$ cat config.mk
export PLATFORM = sky130hd
export DESIGN_NAME = instr_fetch_decode
export DESIGN_NICKNAME = d
export VERILOG_FILES = /design/src/rtl/instr_fetch_decode.sv
export SDC_FILE = /design/constraint.sdc
export NUM_CORES = 1
export LEC_CHECK = 0
export BUFFER_PORTS_ARGS = -buffer_cell sky130_fd_sc_hd__buf_2
export CORE_AREA = 2 2 71 73
export CTS_CLUSTER_SIZE = 30
export DETAILED_ROUTE_END_ITERATION = 10
export DIE_AREA = 0 0 73 75
export GPL_ROUTABILITY_DRIVEN = 0
export PLACE_DENSITY = 0.76
export SETUP_SLACK_MARGIN = 0.1
export SYNTH_ARGS = -nofsm -noshare
export SYNTH_HDL_FRONTEND = slang
export SYNTH_SLANG_ARGS = --single-unit
$ cat constraint.sdc
create_clock -name clk -period 2.3 [get_ports clk]
set_input_delay 0.23 -clock clk [delete_from_list [all_inputs] [get_ports clk]]
set_output_delay 0.23 -clock clk [all_outputs]
set_load 0.02 [all_outputs]
$ cat src/rtl/instr_fetch_decode.sv
// rtl/instr_fetch_decode.sv - instruction fetch and decode stage, one instruction in flight
module instr_fetch_decode #(
    parameter int                  PC_WIDTH = 8,
    parameter logic [PC_WIDTH-1:0] RESET_PC = '0
) (
    input  logic                clk,
    input  logic                rst_n,
    output logic [PC_WIDTH-1:0] imem_addr,
    output logic                imem_req,
    input  logic [15:0]         imem_rdata,
    input  logic                imem_ack,
    input  logic                jump_en,
    input  logic [PC_WIDTH-1:0] jump_addr,
    input  logic                stall,
    output logic                dec_valid,
    output logic [3:0]          dec_opcode,
    output logic [2:0]          dec_op1_regaddr,
    output logic [2:0]          dec_op2_regaddr,
    output logic [15:0]         dec_imm,
    output logic [PC_WIDTH-1:0] dec_pc
);

    typedef enum logic [1:0] {
        S_IDLE   = 2'd0,
        S_FETCH1 = 2'd1,
        S_FETCH2 = 2'd2,
        S_ISSUE  = 2'd3
    } state_t;

    state_t              state_q, state_d;
    logic [PC_WIDTH-1:0] pc_q, pc_d;
    logic [PC_WIDTH-1:0] dec_pc_q, dec_pc_d;
    logic [15:0]         instr_q, instr_d;
    logic [15:0]         imm_q, imm_d;
    logic                two_word;

    // MVI (1100) and LDA (1101) carry a trailing immediate word
    assign two_word = (imem_rdata[15:13] == 3'b110);

    always_ff @(posedge clk or negedge rst_n) begin
        if (!rst_n) begin
            state_q  <= S_IDLE;
            pc_q     <= RESET_PC;
            dec_pc_q <= RESET_PC;
            instr_q  <= 16'h0000;
            imm_q    <= 16'h0000;
        end else begin
            state_q  <= state_d;
            pc_q     <= pc_d;
            dec_pc_q <= dec_pc_d;
            instr_q  <= instr_d;
            imm_q    <= imm_d;
        end
    end

    always_comb begin
        state_d  = state_q;
        pc_d     = pc_q;
        dec_pc_d = dec_pc_q;
        instr_d  = instr_q;
        imm_d    = imm_q;
        // A redirect beats any same-cycle ack and drops whatever was partially fetched
        if (jump_en && (state_q != S_IDLE)) begin
            pc_d    = jump_addr;
            state_d = S_FETCH1;
        end else begin
            case (state_q)
                S_IDLE: begin
                    state_d = S_FETCH1;
                end
                S_FETCH1: begin
                    if (imem_ack) begin
                        instr_d  = imem_rdata;
                        dec_pc_d = pc_q;
                        pc_d     = pc_q + PC_WIDTH'(1);
                        if (two_word) begin
                            state_d = S_FETCH2;
                        end else begin
                            imm_d   = 16'h0000;
                            state_d = S_ISSUE;
                        end
                    end
                end
                S_FETCH2: begin
                    if (imem_ack) begin
                        imm_d   = imem_rdata;
                        pc_d    = pc_q + PC_WIDTH'(1);
                        state_d = S_ISSUE;
                    end
                end
                S_ISSUE: begin
                    if (!stall) begin
                        state_d = S_FETCH1;
                    end
                end
                default: begin
                    state_d = S_IDLE;
                end
            endcase
        end
    end

    assign imem_req        = (state_q == S_FETCH1) || (state_q == S_FETCH2);
    assign imem_addr       = pc_q;
    assign dec_valid       = (state_q == S_ISSUE);
    assign dec_opcode      = instr_q[15:12];
    assign dec_op1_regaddr = instr_q[11:9];
    assign dec_op2_regaddr = instr_q[8:6];
    assign dec_imm         = imm_q;
    assign dec_pc          = dec_pc_q;

endmodule

==> metrics.md <==
| Metric | Value |
|---|---|
| Status | finished, final reports clean |
| Number of synthesized flops with an enable pin | 0 |
| MaxCap Viol Count | 0 |
| CP cell instances | inv_1, ha_1, and4b_1, nor3_4, o221ai_1 |
| CTS tree | done |
| Syn Nets | 241 |
| Least-Margin Pin Slew | 0.664 ns |
| Worst reg-to-reg path cell count | 5 |
| Setup bufs post-CTS | 0 |
| Highest clock rate | 0.554 GHz |
| CP max-delay cell | nor3_4 |
| Routed Antenna Nets | 0 |
| Largest stage delay on the critical path | 0.51 ns |
| Sequential cell area | ~1100 sq um |
| Post_cts resized | 0 |
| Area delta synth->final | 21.7% |
| CTS Buf Count | 5 |
| Fraction of synthesized cell area taken by the top area cell type | 49.0% |
| Ys async rst share | 100% |
| Final net count | ~310 |
| Post-synthesis average cell area | 10.9 sq um |
| Reg clk slew, reported paths | roughly 0.08 ns |
| Slew Limit Fails | 0 |
| Vias in the first global route | roughly 1.9k |
| Detailed Place HPWL | 3710 microns |
| Slew Limit Headroom | 55.7% |
| Initial antenna violation count | 0 |
| Critical Path Start | state_q[1] |
| Share of cells above drive strength 1 | between 30% and 40% |
| Hold WC Path Type | primary input to register |
| Sum of buffers and inverters on the critical path | 1 |
| Period utilization | 78.5% |
| Pleak | roughly 1.3 nW |
| Drt first-iter violations | 151 |
| Diode count | 0 |
| Vias/cell | slightly below 6 |
| Die height | 75 microns |
| Worst r2r src | state_q[1] |
| Num Clock Sinks | 44 |
| Final Hold Fails | 0 |
| Worst Setup EP | dec_imm[15] |
| Register-to-register setup slack | just under 0.5 ns |
| Yosys reg bits | 44 |
| Avg WL per Cell | 16.4 microns |
| All-Layer GR Usage | 21.3% |
| Crit end category | register |
| Routed vias | just under 2k |
| Kind of critical path | register to register |
| Largest family of logic cells by synthesized area | compound AO/OA/AOI/OAI gates |
| Synth Warn # | 0 |
| Core area | 4660 sq um |
| Library cells used by synthesis | 36 |
| Final setup violating endpoints | 0 |
| Post-synthesis sequential area ratio | around 49% |
| DRC | 0 |
| Area taken by multi-input logic gates | 980 sq um |
| Predominant post-synthesis flop cell | dfrtp_1 |
| Drt total wl | ~5400 microns |
| Multiplexer share of the synthesized area | 9.47% |
| Die X | between 70 and 80 microns |
| Port Buffers | 72 |
| Synth Area in Adders | 3.34% |
| Largest net degree at the start of global routing | 32 |
| XOR/XNOR Fraction of Synth Area | 0.780% |
| Min Tclk post-route | between 1.5 and 2 ns |
| Top Family by Delay on Critical Path | simple AND/OR/NAND/NOR gates |
| Compound-Gate Fraction of Synth Area | approximately 17% |
| Worst-Skew Late Latency | around 0.3 ns |
| Synth Area in Simple Gates | 13.1% |
| Htree depth | 2 |
| WP data arrival | 1.95 ns |
| R2r endpoint | dec_imm[15] |
| Most instantiated library cell after synthesis | dfrtp_1 |
| # IOs | 73 |
| Die area | about 5500 sq um |
| Crit Path Max Fanout | 15 |
| Synth Cell Area | 2250 sq um |
| Synth Instances | 206 |
| Clk buf depth | 2 |
| RSZ-0062 raised after global routing | false |
| Utilization after layout | 58.7% |
| Post-synth top cells | dfrtp_1, inv_1, mux2_2 |
| Initial Util | 48.2% |
| Row cnt | 25 |
| Crit path required time | 2.45 ns |
| PwrDens | 1380 nW/um^2 |
| Worst Skew | about 0.0049 ns |
| Total negative slack | 0 ns |
| Startpoint Class | register |
| Synth area leader | dfrtp_1 |
| First-pass GRT wire length | 8980 microns |
| Root Buffer | clkbuf_8 |
| Total grt overflow | 0 |
| Fillers | roughly 420 |
| Total Power | 3.77 mW |
| Max VDD drop | 0.689 mV |
| DRT Pass-1 Iters | 4 |
| Stages on the worst setup path | 5 |
| Largest cells by area after synthesis | dfrtp_1, mux2_2, a32oi_1 |
[worst min-delay path by stage]
stage / startpoint / end / slack, ns / cells after the start
6_report: jump_addr[0] / imem_addr[0] / 0.14 / 3
3_5_place_dp: rst_n / instr_q[7] / 0.30 / 1
5_1_grt: jump_addr[0] / imem_addr[0] / 0.13 / 3
4_1_cts: jump_addr[0] / imem_addr[0] / 0.13 / 3
3_3_place_gp: rst_n / instr_q[7] / 0.29 / 1
2_1_floorplan: rst_n / dec_imm[0] / -0.07 / 0
[sequential cells by signal (all words and copies together), names as in the netlist]
name / flops
dec_pc: 8
dec_imm: 16
imem_addr: 8
instr_q: 10
state_q: 2
[cells in the final DEF, fill, tap and decap left out, types with 4 or more instances in the layout]
| cell | instances |
|---|---|
| buf_2 | 72 |
| dfrtp_1 | 44 |
| inv_1 | 22 |
| mux2_2 | 17 |
| nand4_1 | 16 |
| a32oi_1 | 15 |
| o221ai_1 | 15 |
| o21ai_0 | 9 |
| buf_4 | 7 |
| nand2_1 | 6 |
| a31oi_1 | 6 |
| nor2_1 | 6 |
| ha_1 | 6 |
| clkbuf_8 | 5 |
| nand3_1 | 4 |
| or3_1 | 4 |
[layout make-up]
type | instances | share of cell area [%]
flip-flops and latches | 44 | 40.3
multi-input cells | 124 | 35.8
repair buffers | 80 | 15.5
inverters | 22 | 3.02
clock buffers | 5 | 2.52
well taps | 54 | 2.47
clock inverters | 2 | 0.457
[routing by layer]
| layer | track usage, % | up-vias | routed length, microns |
|---|---|---|---|
| li1 | - | 919 | - |
| met1 | 28.2 | 960 | 2400 |
| met4 | 5.35 | 0 | 48 |
| met3 | 5.62 | 5 | 366 |
| met5 | 0 | - | 0 |
| met2 | 35.1 | 74 | 2620 |
[tightest hold or removal path, cell delays in order]
cell     delay [ns]
buf_2          0.08
nand2_1        0.04
o21ai_0        0.06
[cell families (layout without fill, tap and decap cells)]
family          Yosys count  in the layout
compound gates           50             50
mux                      19             19
buf+inv                  38            109
xor+xnor                  2              2
fa+ha+maj                 6              6
flops                    44             44
simple gates             47             47
[through the flow]
| step | instance area, sq um | cells | hold slack [ns] | setup slack (ns) |
|---|---|---|---|---|
| floorplan | 2250 | 206 | -0.0656 | 0.578 |
| global placement | 2640 | 323 | 0.286 | 0.587 |
| detailed placement | 2640 | 323 | 0.299 | 0.507 |
| CTS | 2740 | 331 | 0.131 | 0.507 |
| global route | 2740 | 331 | 0.132 | 0.370 |
| finish | 2740 | 331 | 0.137 | 0.495 |
[power by group]
part / leakage (nW) / switching (mW) / total (mW) / internal (mW)
combinational: 0.714 / 1.13 / 1.88 / 0.743
sequential: 0.517 / 0.276 / 1.42 / 1.15
clock: 0.0400 / 0.266 / 0.472 / 0.206
[what timing repair did]
action / 4_1_cts / 5_1_grt
hold endpoints to repair: 26 / 0
endpoints found under the setup margin: 0 / 0
hold buffers: 1 / 0
No activity file was read; power rests on OpenSTA's default activity.
